===== src/rtl/snake_tick_input.sv =====
`default_nettype none
// ============================================================================
// Module      : snake_tick_input
// Description : Debounced turn-key press pulses and a speed-scaled move tick
//               for the snake game. Allows at most one turn per move period.
// Revision    : 1.0 - initial release
// ============================================================================
module snake_tick_input #(
    parameter int DEBOUNCE_CYCLES = 500000,
    parameter int TICK_BASE       = 12500000
) (
    input  logic       clk,
    input  logic       reset,
    input  logic       key_right_n,
    input  logic       key_left_n,
    input  logic [1:0] speed,
    input  logic       pause,
    output logic       go_right,
    output logic       go_left,
    output logic       trigger
);

    localparam logic [19:0] c_deb_last  = 20'(DEBOUNCE_CYCLES - 1);
    localparam logic [23:0] c_tick_base = 24'(TICK_BASE);

    logic [1:0]  w_key_n;
    logic [1:0]  w_press;
    logic [23:0] w_reload;
    logic        w_lock_free;
    logic [23:0] r_tick_cnt;
    logic        r_lock;

    // Index 0 is the right key, index 1 the left key; keys are active-low.
    assign w_key_n  = {key_left_n, key_right_n};
    assign w_reload = (c_tick_base >> speed) - 24'd1;

    generate
        for (genvar gi = 0; gi < 2; gi++) begin : g_key
            logic        r_sync1;
            logic        r_sync2;
            logic        r_stable;
            logic        r_stable_d;
            logic [19:0] r_cnt;

            always_ff @(posedge clk) begin
                if (reset) begin
                    r_sync1    <= 1'b1;
                    r_sync2    <= 1'b1;
                    r_stable   <= 1'b1;
                    r_stable_d <= 1'b1;
                    r_cnt      <= '0;
                end else begin
                    r_sync1    <= w_key_n[gi];
                    r_sync2    <= r_sync1;
                    r_stable_d <= r_stable;
                    if (r_sync2 == r_stable) begin
                        r_cnt <= '0;
                    end else if (r_cnt == c_deb_last) begin
                        r_stable <= r_sync2;
                        r_cnt    <= '0;
                    end else begin
                        r_cnt <= r_cnt + 20'd1;
                    end
                end
            end

            // Only the released-to-pressed transition counts as an event.
            assign w_press[gi] = r_stable_d & ~r_stable;
        end
    endgenerate

    // The trigger cycle itself re-opens the turn window.
    assign w_lock_free = ~r_lock | trigger;

    always_ff @(posedge clk) begin
        if (reset) begin
            r_tick_cnt <= w_reload;
            r_lock     <= 1'b0;
            trigger    <= 1'b0;
            go_right   <= 1'b0;
            go_left    <= 1'b0;
        end else if (pause) begin
            trigger  <= 1'b0;
            go_right <= 1'b0;
            go_left  <= 1'b0;
            r_lock   <= r_lock & ~trigger;
        end else begin
            trigger    <= (r_tick_cnt == 24'd0);
            r_tick_cnt <= (r_tick_cnt == 24'd0) ? w_reload : r_tick_cnt - 24'd1;
            go_right   <= w_press[0] & w_lock_free;
            go_left    <= w_press[1] & ~w_press[0] & w_lock_free;
            r_lock     <= ((|w_press) & w_lock_free) | (r_lock & ~trigger);
        end
    end

endmodule
`default_nettype wire


===== config.mk =====
export PLATFORM = sky130hd
export DESIGN_NAME = snake_tick_input
export DESIGN_NICKNAME = d
export VERILOG_FILES = /design/src/rtl/snake_tick_input.sv
export SDC_FILE = /design/constraint.sdc
export NUM_CORES = 1
export LEC_CHECK = 0
export CORE_MARGIN = 8
export CORE_UTILIZATION = 42
export CTS_BUF_LIST = sky130_fd_sc_hd__clkbuf_16
export CTS_CLUSTER_DIAMETER = 30
export DETAILED_ROUTE_END_ITERATION = 8
export GPL_ROUTABILITY_DRIVEN = 1
export HOLD_SLACK_MARGIN = 0.05
export SLEW_MARGIN = 20
export SYNTH_ARGS = -nofsm -noshare
export SYNTH_HDL_FRONTEND = slang
export SYNTH_SLANG_ARGS = --single-unit

===== constraint.sdc =====
create_clock -name clk -period 2.1 [get_ports clk]
set_input_delay 0.42 -clock clk [delete_from_list [all_inputs] [get_ports clk]]
set_output_delay 0.42 -clock clk [all_outputs]
set_load 0.02 [all_outputs]

==> flow_summary.yaml, run 1 <==
global_route:
  grt-ovfl-total: 0
  grt_pass1_wl_mm: 12.0
  grt_max_degree: 25
  track_usage_pct: 12.5
  grt_pass1_vias: 2619
  antenna_found_initial: 0
hold_path:
  hp-start: "g_key[1].r_sync1$_SDFF_PP1_"
  hold_path_depth: 1
  holdPathEnd: "g_key[1].r_sync2$_SDFF_PP1_"
  hp-class: "flop to flop"
worst_setup_path:
  cp_max_fo: 8
  r2r_cells: 7
  r2r-end: "r_tick_cnt[2]$_DFFE_PP_"
  critical_path_required_ns: 2.17
  cp.arrival_ns: 2.01
  r2r_slack_ns: 0.16
  start_kind: "flop"
  critPathKind: "flop to flop"
  cpMostUsedCell: "buf_4"
  crit_slowest_cell: "edfxtp_1"
  critPathMaxStageDelay_ns: 0.43
  worstPathCellList: "nor4_1, buf_4, and4_1, a31oi_2, buf_4, nor2_4, a21oi_1"
  timing.rr.start: "r_tick_cnt[18]$_SDFFCE_PP1P_"
  worstSetupEndpointType: "flop"
clock_tree:
  clk_path_buf_depth: 2
  htreeDepth: 3
  clock-sinks: 76
  holdBufCountCts: 0
  clk_pin_slew_ns: 0.06
  numCtsBuffers: 9
  tritoncts: "yes"
  clk_latency_ns: 0.33
  cts_setup_buffers: 0
  root_buffer: "clkbuf_16"
place:
  placedCellCount: 495
  dp_hpwl_mm: 4.81
  gp_congestion: 0.793
  io_buffers: 9
floorplan:
  initial_core_util_pct: 42.4
  io_pins: 10
  die_width_um: 109
  die_h_um: 109
  die_area_um2: 11800
  rows: 34
  coreArea_um2: 8510
layout:
  final_util_pct: 49.5
  drive_gt1_share_pct: 12.7
  area_growth_pct: 16.8
  multi_input_area_um2: 1770
  mostFrequentLayoutCells: "nor2_1 (59), dfxtp_1 (52), xnor2_1 (30)"
  seqCellArea_um2: 1760
  n_fill_cell: 800
  final_cell_count_no_fill: 511
  final_common_cell: "nor2_1"
  diodes: 0
  fin_nets: 410
yosys:
  ys.flop_type: "dfxtp_1"
  synthAdderAreaFrac_pct: 1.73
  async_flop_share_pct: 0
  yosys.area_share.simple_pct: 27.6
  synth_area_um2: 3610
  syn-instance-count: 373
  synth_top_family_by_area: "simple AND/OR/NAND/NOR gates"
  synthXorXnorAreaFrac_pct: 13.1
  syn_area_per_cell_um2: 9.68
  ys_warn_count: 0
  synth_nets: 385
  seq_area_frac_synth_pct: 48.8
  ys_types: 48
  synth-compound-area-share_pct: 5.65
  synth_mux_area_share_pct: 0.555
  ys_ff_latch: 76
  synth_edf_count: 24
drt:
  drt-initial-drc-count: 81
  wl_mm: 6.85
  postRouteAntennaNets: 0
  viasPerCell: 5.14
  vias: 2625
  drcViolationCount: 0
  wl_per_cell_um: 13.4
  drtPass1Iterations: 4
timing:
  finalSetupViolations: 0
  fin_crit_ns: 1.94
  fmax_ghz: 0.517
  holdWs_ns: 0.410
  drv_slew: 0
  skew_ns: 0.00868
  period_share_pct: 92.2
  timing.slew.headroom_pct: 59.6
  finalHoldViolCount: 0
  fin_tns_setup_ns: 0
  worst_slew_pin_slew_ns: 0.602
power_and_ir_drop:
  power_density_nw_per_um2: 772
  p_sw_uw: 733
  pwr-share-comb_pct: 5.2
  p_leak_nw: 1.34
  p_total_mw: 3.25
  peakVddDrop_mv: 0.520
  seqPwrFrac_pct: 49.8
  netSwitchingFraction_pct: 22.5
  p_int_mw: 2.52
  power.share.clock_pct: 45.0
status:
  status: "finished, final reports clean"
run:
  cap_violations: 0
Yosys cell counts (3+ instances only):
| cell type | n | area, um2 |
|---|---|---|
| nand3_1 | 19 | 95.1 |
| ha_1 | 5 | 62.6 |
| nand2_1 | 28 | 105 |
| and3_1 | 4 | 25.0 |
| nor4b_1 | 3 | 26.3 |
| dfxtp_1 | 52 | 1040 |
| a21oi_1 | 12 | 60.1 |
| inv_1 | 9 | 33.8 |
| o21ai_0 | 5 | 25.0 |
| or3_1 | 9 | 56.3 |
| edfxtp_1 | 24 | 721 |
| xnor2_1 | 30 | 263 |
| nor3_1 | 12 | 60.1 |
| nor4_1 | 6 | 37.5 |
| buf_2 | 5 | 25.0 |
| xor2_1 | 24 | 210 |
| nand2b_1 | 4 | 25.0 |
| nor2_1 | 59 | 221 |
| or2_2 | 7 | 43.8 |
| or4_1 | 3 | 22.5 |
| nand4_1 | 13 | 81.3 |
| nor4_2 | 3 | 37.5 |
through the flow:
step	cell area [um2]	setup slack, ns
after floorplan	3610	0.215
after global placement	3920	0.139
after CTS	4210	0.164
final	4220	0.164
after detailed placement	3920	0.141
after global routing	4220	-0.00724
kinds of logic (layout without fill, tap and decap cells):
kind of cell | after synthesis | count (layout)
AND/OR/NAND/NOR | 185 | 185
flip-flops | 76 | 76
XOR/XNOR | 54 | 54
AO/OA/AOI/OAI | 32 | 32
buffers and inverters | 19 | 49
adder cells (fa/ha/maj) | 5 | 5
multiplexers | 2 | 2
how the worst max path moves through the flow:
stage | startpoint | to | slack, ns | cells past startpoint
final | r_tick_cnt[18]$_SDFFCE_PP1P_ | r_tick_cnt[2]$_DFFE_PP_ | 0.16 | 7
after global routing | r_tick_cnt[18]$_SDFFCE_PP1P_ | r_tick_cnt[2]$_DFFE_PP_ | -0.007 | 7
after CTS | r_tick_cnt[18]$_SDFFCE_PP1P_ | r_tick_cnt[15]$_DFFE_PP_ | 0.16 | 6
after detailed placement | reset | g_key[1].r_cnt[18]$_SDFF_PP0_ | 0.14 | 6
after global placement | speed[1] | r_tick_cnt[3]$_DFFE_PP_ | 0.14 | 5
after floorplan | r_tick_cnt[10]$_DFFE_PP_ | r_tick_cnt[6]$_DFFE_PP_ | 0.21 | 6
power by group through the flow:
| stage | Clock (mW) | Combinational (mW) | Sequential, mW |
|---|---|---|---|
| 6_report | 1.46 | 0.169 | 1.62 |
| 2_1_floorplan | 0 | 0.112 | 1.64 |
| 3_5_place_dp | 0 | 0.168 | 1.65 |
| 3_3_place_gp | 0 | 0.167 | 1.65 |
| 4_1_cts | 1.50 | 0.169 | 1.62 |
| 5_1_grt | 1.56 | 0.189 | 1.63 |
what timing repair did:
item,4_1_cts,5_1_grt
endpoints found under the hold margin,0,0
endpoints found under the setup margin,0,2
resized for setup,0,1
per-layer routing:
metal	part of all wire [%]	wire (um)	GRT usage (%)
met5	0	0	0
met4	1.6	112	5.67
met1	50	3450	16.1
met3	2.6	175	2.60
met2	45	3110	20.0
flip-flops by register name, indices dropped and copies added (netlist names), named ones only:
register          flops
g_key.r_cnt          40
r_tick_cnt           23
g_key.r_stable        2
g_key.r_stable_d      2
g_key.r_sync1         2
g_key.r_sync2         2
go_left               1
go_right              1
r_lock                1
trigger               1
worst max-delay path, delay by kind of cell, from the launching register on:
family | cells | cell delay [ns]
simple gates | 3 | 0.71
flops | 1 | 0.43
buf+inv | 2 | 0.36
compound gates | 2 | 0.18
layout make-up:
| class | instances | area share, % |
|---|---|---|
| Clock inverter | 6 | 0.861 |
| Multi-Input combinational cell | 278 | 42.0 |
| Clock buffer | 10 | 5.94 |
| Inverter | 9 | 0.801 |
| Timing Repair Buffer | 24 | 5.40 |
| Tap cell | 108 | 3.21 |
| Sequential cell | 76 | 41.8 |
Note: power is estimated with default switching activity, not from simulation.
==> run 2: changes to the inputs <==
- CELL_PAD_IN_SITES_DETAIL_PLACEMENT: default -> 1
- CELL_PAD_IN_SITES_GLOBAL_PLACEMENT: default -> 2
- CORE_UTILIZATION: 42 -> 40
- PLACE_DENSITY_LB_ADDON: default -> 0.1
==> run 2 against run 1 <==
Clock power barely moved. Clock skew fell by 0.00054 ns. Cell area rose by 0.71%. Non-clock buffer count rose by 7. Count of clock-buffer cells in the layout fell by 1. Worst hold slack got worse by 0.0012 ns. Largest cell class unchanged. Register-to-register slack got worse by 0.07 ns. Total power fell by 0.20%. Critical path type unchanged. Final cell count rose by 1.4%. Maximum frequency fell by 3.5%. Worst setup slack got worse by 0.070 ns.
==> flow_summary.yaml, run 2 (synthesis results as in run 1) <==
status:
  status: "finished, final reports clean"
drt:
  drcViolationCount: 0
  viasPerCell: 5.25
  dr_wl_met3_um: 161
  vias: 2718
  drtPass1Iterations: 5
  top_layer: "met4"
  wl_per_cell_um: 15.0
  drt-initial-drc-count: 75
  wl_mm: 7.78
  routed-wl-met2_mm: 4.02
  postRouteAntennaNets: 0
  met1_length_mm: 3.46
floorplan:
  die_width_um: 111
  coreArea_um2: 8720
  die_area_um2: 12300
  rows: 34
  io_pins: 10
  die_h_um: 111
  initial_core_util_pct: 41.4
worst_setup_path:
  critPathKind: "flop to flop"
  r2r_cells: 7
  critical_path_required_ns: 2.17
  worstSetupEndpointType: "flop"
  crit_path_start: "r_tick_cnt[17]$_DFFE_PP_"
  start_kind: "flop"
  timing.rr.start: "r_tick_cnt[17]$_DFFE_PP_"
  cp_max_fo: 11
  cp.arrival_ns: 2.07
timing:
  worst_slew_pin_slew_ns: 0.496
  fmax_ghz: 0.499
  timing.slew.headroom_pct: 66.6
  fin_tns_setup_ns: 0
  period_share_pct: 95.5
  fin_crit_ns: 2.01
  drv_slew: 0
  finalHoldViolCount: 0
  skew_ns: 0.00813
  finalSetupViolations: 0
  rsz0062_at_grt: "yes"
power_and_ir_drop:
  power_density_nw_per_um2: 765
  seqPwrFrac_pct: 49.8
  netSwitchingFraction_pct: 21.4
  p_sw_uw: 696
  power.share.clock_pct: 44.7
  p_total_mw: 3.25
  pwr-share-comb_pct: 5.5
  peakVddDrop_mv: 0.415
  p_int_mw: 2.55
  p_leak_nw: 1.37
layout:
  final_cell_count_no_fill: 518
  area_growth_pct: 17.6
  diodes: 0
  mostFrequentLayoutCells: "nor2_1 (58), dfxtp_1 (52), xnor2_1 (30)"
  largest_reg_flops: 40
  design_area_um2: 4250
  regMostFlops: "g_key.r_cnt"
  drive_gt1_share_pct: 13.7
  fin_nets: 417
  final_common_cell: "nor2_1"
  top_regs: "g_key.r_cnt: 40 flops, r_tick_cnt: 23 flops"
global_route:
  grt-ovfl-total: 0
  track_usage_pct: 13.3
  antenna_found_initial: 0
  grt_pass1_wl_mm: 13.7
  grt_pass1_vias: 2818
  grt_max_degree: 25
clock_tree:
  root_buffer: "clkbuf_16"
  numCtsBuffers: 9
  clock-sinks: 76
  tritoncts: "yes"
  cts_setup_buffers: 0
  clk_pin_slew_ns: 0.06
  clk_latency_ns: 0.33
  clk_path_buf_depth: 2
  htreeDepth: 3
place:
  gp_congestion: 0.783
  dp_hpwl_mm: 5.66
  placedCellCount: 502
  postPlaceCellArea_um2: 3960
  io_buffers: 9
run:
  cap_violations: 0
hold_path:
  hp-start: "g_key[1].r_sync1$_SDFF_PP1_"
  hold_path_depth: 1
  hp-class: "flop to flop"
==> run 2: layout make-up <==
class | instances | area (um2)
inverter | 9 | 33.8
clock buffer | 9 | 225
sequential | 76 | 1760
tap | 108 | 135
multi-input combinational | 278 | 1760
clock inverter | 7 | 53.8
fill | 1006 | 4480
timing repair buffer | 31 | 272
==> run 2: worst paths after layout <==
path / to / slack [ns]
worst max-delay path: r_tick_cnt[12]$_DFFE_PP_ / 0.09
worst min-delay path: g_key[1].r_sync2$_SDFF_PP1_ / 0.41
worst max register to register: r_tick_cnt[12]$_DFFE_PP_ / 0.09
worst min register to register: g_key[1].r_sync2$_SDFF_PP1_ / 0.41
==> run 2: timing repair <==
item,4_1_cts,5_1_grt
resized for setup,0,2
endpoints found under the setup margin,0,21
hold buffers,0,0
hold endpoints to repair,0,0
==> run 2: power groups by stage <==
| stage | Clock (mW) | Combinational, mW | Sequential (mW) |
|---|---|---|---|
| 2_1_floorplan | 0 | 0.112 | 1.64 |
| 3_3_place_gp | 0 | 0.176 | 1.65 |
| 3_5_place_dp | 0 | 0.179 | 1.65 |
| 4_1_cts | 1.50 | 0.180 | 1.62 |
| 5_1_grt | 1.55 | 0.197 | 1.63 |
| 6_report | 1.45 | 0.177 | 1.62 |
==> run 2: critical path, stage by stage, from the launching register on <==
cell and delay (ns):
edfxtp_1 0.40, nor4_1 0.31, buf_4 0.17, and4_1 0.25, a31oi_2 0.13, buf_4 0.21, nor2_1 0.21, a21oi_1 0.06
==> run 2: metal layers <==
metal / GRT usage, % / up-vias
met5: 0 / -
met4: 4.95 / 0
met3: 3.08 / 9
met2: 23.8 / 18
met1: 14.8 / 1321
li1: - / 1370
==> run 2: per-stage QoR <==
stage               util, %  hold slack (ns)  setup slack [ns]
global route           48.7            0.417           -0.0315
global placement       45.4            0.399            0.0766
finish                 48.7            0.408            0.0949
detailed placement     45.4            0.399            0.0608
floorplan                 -            0.389             0.215
CTS                    48.6            0.412            0.0579
==> run 3: changes to the inputs <==
- SKIP_LAST_GASP: default -> 1
==> results of run 3 <==
Final layout, timing and power as in run 2 (identical DEF).
